### src/rtl/fft_pkg.sv
// Shared constants, types and helpers for the SDF FFT stage control logic.
package fft_pkg;

  localparam int unsigned N_LOG2_DEF = 5;
  localparam int unsigned N_DEF      = 32;

  typedef logic [N_LOG2_DEF-1:0] cnt_t;
  typedef logic [N_LOG2_DEF-2:0] tw_addr_t;

  // Butterfly half-span of a radix-2 DIF stage: 2^(n_log2-1-stage).
  function automatic int unsigned half_span(input int unsigned n_log2, input int unsigned stage);
    return 32'd1 << (n_log2 - 32'd1 - stage);
  endfunction

endpackage

### src/rtl/fft_sdf_ctrl_if.sv
// Sample-counter input and per-stage control outputs of one SDF FFT stage.
interface fft_sdf_ctrl_if #(
  parameter int unsigned N_LOG2      = fft_pkg::N_LOG2_DEF,
  parameter int unsigned FRAME_CNT_W = 8
);

  logic                   valid;
  logic [N_LOG2-1:0]      cnt_ctrl;
  logic                   bf_sel;
  logic                   tw_en;
  logic [N_LOG2-2:0]      tw_addr;
  logic                   sop;
  logic                   eop;
  logic                   out_valid;
  logic [FRAME_CNT_W-1:0] frame_cnt;
  logic                   err;

  // Upstream side: drives the sample counter, observes the stage controls.
  modport master (
    output valid, cnt_ctrl,
    input  bf_sel, tw_en, tw_addr, sop, eop, out_valid, frame_cnt, err
  );

  // Control generator side.
  modport slave (
    input  valid, cnt_ctrl,
    output bf_sel, tw_en, tw_addr, sop, eop, out_valid, frame_cnt, err
  );

endinterface

### src/rtl/fft_ctrl_dly.sv
// Fixed-depth WIDTH x DEPTH shift register aligning controls to the stage datapath.
module fft_ctrl_dly #(
  parameter int unsigned WIDTH = 1,
  parameter int unsigned DEPTH = 1
) (
  input  logic             clk,
  input  logic             rstn,
  input  logic [WIDTH-1:0] d,
  output logic [WIDTH-1:0] q
);

  logic [WIDTH-1:0] stage_q [DEPTH];

  // Shift every cycle; contents drain regardless of upstream validity.
  always_ff @(posedge clk or negedge rstn) begin
    if (!rstn) begin
      for (int i = 0; i < int'(DEPTH); i++) stage_q[i] <= '0;
    end else begin
      stage_q[0] <= d;
      for (int i = 1; i < int'(DEPTH); i++) stage_q[i] <= stage_q[i-1];
    end
  end

  assign q = stage_q[DEPTH-1];

endmodule

### src/rtl/fft_sdf_ctrl.sv
// Per-stage control generator for a radix-2 DIF single-delay-feedback FFT stage.
// Optional sequence checker enabled by defining FFT_SDF_CTRL_ERR_EN; otherwise err is tied low.
module fft_sdf_ctrl
  import fft_pkg::*;
#(
  parameter int unsigned N_LOG2      = N_LOG2_DEF,
  parameter int unsigned STAGE       = 0,
  parameter int unsigned PIPE_LAT    = 2,
  parameter int unsigned FRAME_CNT_W = 8
) (
  input  logic          clk,
  input  logic          rstn,
  fft_sdf_ctrl_if.slave bus
);

  localparam int unsigned H      = half_span(N_LOG2, STAGE);
  localparam int unsigned TW_W   = N_LOG2 - 1;
  localparam int unsigned SEEN_W = $clog2(H + 1);
  localparam int unsigned BF_IDX = N_LOG2 - 1 - STAGE;

  localparam logic [N_LOG2-1:0] H_MASK   = N_LOG2'(H - 1);
  localparam logic [N_LOG2-1:0] LAST_CNT = N_LOG2'((32'd1 << N_LOG2) - 32'd1);
  localparam logic [SEEN_W-1:0] SEEN_MAX = SEEN_W'(H);

  // Pipeline word layout: bf_sel at bit 0, then tw_addr, tw_en, out_valid, sop, eop, [err].
  localparam int unsigned P_TWA = 1;
  localparam int unsigned P_TWE = TW_W + 1;
  localparam int unsigned P_OV  = TW_W + 2;
  localparam int unsigned P_SOP = TW_W + 3;
  localparam int unsigned P_EOP = TW_W + 4;
`ifdef FFT_SDF_CTRL_ERR_EN
  localparam int unsigned P_ERR = TW_W + 5;
  localparam int unsigned PW    = TW_W + 6;
`else
  localparam int unsigned PW    = TW_W + 5;
`endif

  logic [SEEN_W-1:0]      seen;
  logic                   primed;
  logic                   bf_sel_raw;
  logic                   out_valid_raw;
  logic                   tw_en_raw;
  logic [TW_W-1:0]        tw_addr_raw;
  logic                   sop_raw;
  logic                   eop_raw;
  logic [PW-1:0]          pipe_d;
  logic [PW-1:0]          pipe_q;
  logic [FRAME_CNT_W-1:0] frame_cnt_q;

  // Valid samples since the last valid rise, saturating at the half-span.
  always_ff @(posedge clk or negedge rstn) begin
    if (!rstn) begin
      seen <= '0;
    end else if (!bus.valid) begin
      seen <= '0;
    end else if (seen != SEEN_MAX) begin
      seen <= seen + SEEN_W'(1);
    end
  end

  // Raw control terms, all gated by the input valid.
  assign primed        = bus.valid & (seen == SEEN_MAX);
  assign bf_sel_raw    = bus.valid & bus.cnt_ctrl[BF_IDX];
  assign out_valid_raw = primed;
  assign tw_en_raw     = primed & ~bf_sel_raw;
  assign tw_addr_raw   = tw_en_raw ? TW_W'((bus.cnt_ctrl & H_MASK) << STAGE) : '0;
  assign sop_raw       = bus.valid & (bus.cnt_ctrl == '0);
  assign eop_raw       = bus.valid & (bus.cnt_ctrl == LAST_CNT);

`ifdef FFT_SDF_CTRL_ERR_EN
  logic              prev_valid;
  logic [N_LOG2-1:0] prev_cnt;
  logic              err_acc;
  logic              err_raw;
  logic              err_in;

  // Previous sample state and sticky error accumulator for the sequence checker.
  always_ff @(posedge clk or negedge rstn) begin
    if (!rstn) begin
      prev_valid <= 1'b0;
      prev_cnt   <= '0;
      err_acc    <= 1'b0;
    end else begin
      prev_valid <= bus.valid;
      prev_cnt   <= bus.cnt_ctrl;
      err_acc    <= err_in;
    end
  end

  // A continuing run must step by one (mod N); a fresh run must start at zero.
  assign err_raw = bus.valid & (prev_valid ? (bus.cnt_ctrl != prev_cnt + N_LOG2'(1))
                                           : (bus.cnt_ctrl != '0));
  assign err_in  = err_acc | err_raw;

  assign pipe_d  = {err_in, eop_raw, sop_raw, out_valid_raw, tw_en_raw, tw_addr_raw, bf_sel_raw};
  assign bus.err = pipe_q[P_ERR];
`else
  assign pipe_d  = {eop_raw, sop_raw, out_valid_raw, tw_en_raw, tw_addr_raw, bf_sel_raw};
  assign bus.err = 1'b0;
`endif

  fft_ctrl_dly #(
    .WIDTH (PW),
    .DEPTH (PIPE_LAT)
  ) u_dly (
    .clk  (clk),
    .rstn (rstn),
    .d    (pipe_d),
    .q    (pipe_q)
  );

  // Completed-frame counter, advanced by the delayed end-of-frame marker.
  always_ff @(posedge clk or negedge rstn) begin
    if (!rstn) begin
      frame_cnt_q <= '0;
    end else if (pipe_q[P_EOP]) begin
      frame_cnt_q <= frame_cnt_q + FRAME_CNT_W'(1);
    end
  end

  assign bus.bf_sel    = pipe_q[0];
  assign bus.tw_addr   = pipe_q[P_TWA +: TW_W];
  assign bus.tw_en     = pipe_q[P_TWE];
  assign bus.out_valid = pipe_q[P_OV];
  assign bus.sop       = pipe_q[P_SOP];
  assign bus.eop       = pipe_q[P_EOP];
  assign bus.frame_cnt = frame_cnt_q;

endmodule

### src/flat_wrapper.sv
// flat-port wrapper written by rule: the top's interface ports become plain ports
module fft_sdf_ctrl_flat import fft_pkg::*;
#(
  parameter int unsigned N_LOG2      = N_LOG2_DEF,
  parameter int unsigned STAGE       = 0,
  parameter int unsigned PIPE_LAT    = 2,
  parameter int unsigned FRAME_CNT_W = 8
)
  (clk, rstn, bus_valid, bus_cnt_ctrl, bus_bf_sel, bus_tw_en, bus_tw_addr, bus_sop, bus_eop, bus_out_valid, bus_frame_cnt, bus_err);
  fft_sdf_ctrl_if #(.N_LOG2(N_LOG2), .FRAME_CNT_W(FRAME_CNT_W)) bus_i ();
  input  logic clk;
  input  logic rstn;
  input wire logic [$bits(bus_i.valid)-1:0] bus_valid;
  input wire logic [$bits(bus_i.cnt_ctrl)-1:0] bus_cnt_ctrl;
  output wire logic [$bits(bus_i.bf_sel)-1:0] bus_bf_sel;
  output wire logic [$bits(bus_i.tw_en)-1:0] bus_tw_en;
  output wire logic [$bits(bus_i.tw_addr)-1:0] bus_tw_addr;
  output wire logic [$bits(bus_i.sop)-1:0] bus_sop;
  output wire logic [$bits(bus_i.eop)-1:0] bus_eop;
  output wire logic [$bits(bus_i.out_valid)-1:0] bus_out_valid;
  output wire logic [$bits(bus_i.frame_cnt)-1:0] bus_frame_cnt;
  output wire logic [$bits(bus_i.err)-1:0] bus_err;
  assign bus_i.valid = bus_valid;
  assign bus_i.cnt_ctrl = bus_cnt_ctrl;
  assign bus_bf_sel = bus_i.bf_sel;
  assign bus_tw_en = bus_i.tw_en;
  assign bus_tw_addr = bus_i.tw_addr;
  assign bus_sop = bus_i.sop;
  assign bus_eop = bus_i.eop;
  assign bus_out_valid = bus_i.out_valid;
  assign bus_frame_cnt = bus_i.frame_cnt;
  assign bus_err = bus_i.err;
  fft_sdf_ctrl #(.N_LOG2(N_LOG2), .STAGE(STAGE), .PIPE_LAT(PIPE_LAT), .FRAME_CNT_W(FRAME_CNT_W)) u_core (.clk(clk), .rstn(rstn), .bus(bus_i));
endmodule
### config.mk
export PLATFORM = sky130hd
export DESIGN_NAME = fft_sdf_ctrl_flat
export DESIGN_NICKNAME = d
export VERILOG_FILES = /design/src/rtl/fft_pkg.sv /design/src/rtl/fft_sdf_ctrl_if.sv /design/src/rtl/fft_ctrl_dly.sv /design/src/rtl/fft_sdf_ctrl.sv /design/src/flat_wrapper.sv
export SDC_FILE = /design/constraint.sdc
export NUM_CORES = 1
export LEC_CHECK = 0
export BUFFER_PORTS_ARGS = -buffer_cell sky130_fd_sc_hd__buf_4
export CAP_MARGIN = 10
export CORE_MARGIN = 1
export CORE_UTILIZATION = 26
export CTS_CLUSTER_DIAMETER = 100
export DETAILED_ROUTE_END_ITERATION = 10
export PLACE_DENSITY_LB_ADDON = 0.05
export SLEW_MARGIN = 20
export SYNTH_ARGS = -nofsm -noshare
export SYNTH_HDL_FRONTEND = slang
export SYNTH_SLANG_ARGS = --single-unit
### constraint.sdc
create_clock -name clk -period 1.4 [get_ports clk]
set_input_delay 0 -clock clk [delete_from_list [all_inputs] [get_ports clk]]
set_output_delay 0 -clock clk [all_outputs]
set_load 0.03 [all_outputs]
==> out/metrics.cfg <==
[outcome]
outcome = completed

[placed_design]
dpl-instance-area_um2 = 1370
hpwl_um = 1280
dpl.cell_count = 154
gp_congestion = 0.780
io_buffer_count = 24
place_ws_ns = 0.0825

[clock_tree]
clock-sinks = 31
clk_pin_slew_ns = 0.06
cts_tree = built
cts_buffer_depth = 2
cts_root_buffer = clkbuf_8
numCtsBuffers = 5
clk_latency_ns = 0.28
ctsResizeCount = 0
h-tree-depth = 2

[sta]
clock_skew_ns = 0.00271
grt_setup_unrepaired = no
worst_slack_ns = 0.0948
fin_tns_setup_ns = 0
setup_viol = 0
fmax_ghz = 0.766
fin_crit_ns = 1.31
timing.final.crit_share_pct = 93.2
drv_slew = 0
finalHoldViolCount = 0

[pwr]
vdd_drop_max_uv = 789
p_leak_nw = 0.818
p_per_area_nw_per_um2 = 1300

[worst_setup_path]
crit_slowest_cell = dfrtp_1
arrival_ns = 1.48
critPathRequiredTime_ns = 1.57
slowest_delay_ns = 0.39
r2r_start = u_core.seen[0]$_DFFE_PN0P_
crit_start = u_core.seen[0]$_DFFE_PN0P_
setup.worst_path.end_class = flip-flop
path_max_fanout = 5
critPathLaunchType = flip-flop
cp_cell_sequence = inv_1 -> ha_1 -> and4bb_4 -> and3b_4 -> and2_1
critPathKind = reg -> reg

[final_layout]
antennaDiodeCount = 0
syn_to_final_growth_pct = 37.8
final_cells = 174
utilization_pct = 38.8
drive_above_1_share_pct = 29.8
finalInstanceArea_um2 = 1610
fin_nets = 134

[route]
vias_per_cell = 4.12
wl_per_cell_um = 11.3
vias = 717
wirelength_um = 1970
drt-pass1-iter-count = 4
drtAntennaViolNets = 0
drc = 0
drtIter0Drc = 28

[worst_hold_path]
hold_path.class = in -> reg
hold_start = bus_cnt_ctrl[3]

[synthesis]
synthCells = 85
synth-seq-cells = 31
yosys_warnings = 0
synth_fp_nets = 96
synthTopCellsByArea = dfrtp_1, xnor2_1, and2_1
ys_types = 22
netlist.area_leader.share_pct = 66.5
yosysTopAreaCell = dfrtp_1
post_synth.cell_area_avg_um2 = 13.7
netlist_area_um2 = 1170
ys_seq_area_share_pct = 66.5

[floorplan]
rows = 23
start_util_pct = 28.1
dieHeight_um = 69.0
io_pins = 26
die_area_um2 = 4760
die_w_um = 69.0
core_um2 = 4140

[global_routing]
grt_pass1_wl_um = 3210
grt_pass1_vias = 702
gr-total-overflow = 0
grt_use_total_pct = 10.1
grt_start_max_net_pins = 32
antenna_found_initial = 0

[job]
max_cap_violations = 0

Yosys cell counts (all sizes together):
cell,n
dfrtp,31
and2,8
xnor2,6
buf,5
nand2,5
xor2,4
ha,3
inv,3
nand4,3
nor2,3
nand3,2
nor2b,2
nor3,2
and3b,1
and4bb,1
conb,1
mux2,1
mux2i,1
nor3b,1
o21a,1
or4b,1
metrics by stage:
step | power (mW) | hold WS, ns
6_report | 2.09 | 0.0122
5_1_grt | 2.17 | 0.0214
4_1_cts | 2.12 | 0.00224
3_5_place_dp | 1.18 | -0.0428
3_3_place_gp | 1.18 | -0.0454
2_1_floorplan | 1.09 | -0.296
area by class of cell:
| type | instances | area, um2 |
|---|---|---|
| Clock buffer | 6 | 82.6 |
| Clock inverter | 2 | 35.0 |
| Fill cell | 408 | 2540 |
| Inverter | 3 | 11.3 |
| Multi-Input combinational cell | 46 | 342 |
| Sequential cell | 31 | 776 |
| Tap cell | 50 | 62.6 |
| Timing Repair Buffer | 36 | 298 |
registers in the layout (all words and copies together), names as in the netlist:
signal / cells
u_core.seen: 5
u_core.u_dly.stage_q: 9
u_core.bus.frame_cnt: 8
u_core.u_dly.q: 9
path summary, 6_finish.rpt:
| check | end | depth (start not counted) | slack [ns] |
|---|---|---|---|
| max | u_core.u_dly.stage_q[11]$_DFF_PN0_ | 5 | 0.09 |
| min | u_core.u_dly.stage_q[17]$_DFF_PN0_ | 3 | 0.01 |
| max reg2reg | u_core.u_dly.stage_q[11]$_DFF_PN0_ | 5 | 0.09 |
| min reg2reg | u_core.u_dly.q[5]$_DFF_PN0_ | 0 | 0.35 |
| max in group asynchronous | u_core.seen[2]$_DFFE_PN0P_ | 2 | 0.94 |
| min in group asynchronous | u_core.bus.frame_cnt[2]$_DFFE_PN0P_ | 2 | 0.18 |
cell families (layout without fill, tap and decap cells):
kind of cell	Yosys count	in the layout	synth area share [%]
AO/OA/AOI/OAI	1	1	0.644
XOR/XNOR	10	10	7.51
adder cells (fa/ha/maj)	3	3	3.22
buffers and inverters	8	47	4.18
flip-flops	31	31	66.5
multiplexers	2	2	1.82
other	1	1	0.322
AND/OR/NAND/NOR	29	29	15.8
worst max-delay path, delay by kind of cell, from the launching register on:
kind | cells | cell delay, ns
flops | 1 | 0.39
simple gates | 3 | 0.56
fa+ha+maj | 1 | 0.19
buf+inv | 1 | 0.06
what timing repair did:
action,CTS,global route
hold endpoints to repair,40,0
hold buffers,11,0
setup buffers,0,1
setup endpoints to repair,0,1
cells in the final DEF, fill, tap and decap left out:
cell           netlist  layout
and2_1               8       8
and3b_4              1       1
and4bb_4             1       1
buf_4                5      25
bufinv_16            0       1
clkbuf_8             0       6
clkinv_2             0       1
conb_1               1       1
dfrtp_1             31      31
dlygate4sd3_1        0      11
ha_1                 3       3
inv_1                3       3
mux2_2               1       1
mux2i_1              1       1
nand2_1              5       5
nand3_1              2       2
nand4_1              2       2
nand4_2              1       1
nor2_1               3       3
nor2b_1              2       2
nor3_1               2       2
nor3b_1              1       1
o21a_1               1       1
or4b_1               1       1
xnor2_1              6       6
xor2_1               4       4
routing by layer:
layer  up-vias  routed length (um)  global-route usage [%]
met3         7                 121                    3.95
met4         0                  59                    7.65
met1       345                 845                    12.1
met5         -                   0                       0
met2        20                 943                    14.3
li1        345                   -                       -
where the power goes:
group / internal, mW / switching (mW)
clock: 0.575 / 0.328
sequential: 0.930 / 0.0374
combinational: 0.0983 / 0.117
No activity file was read; power rests on OpenSTA's default activity.
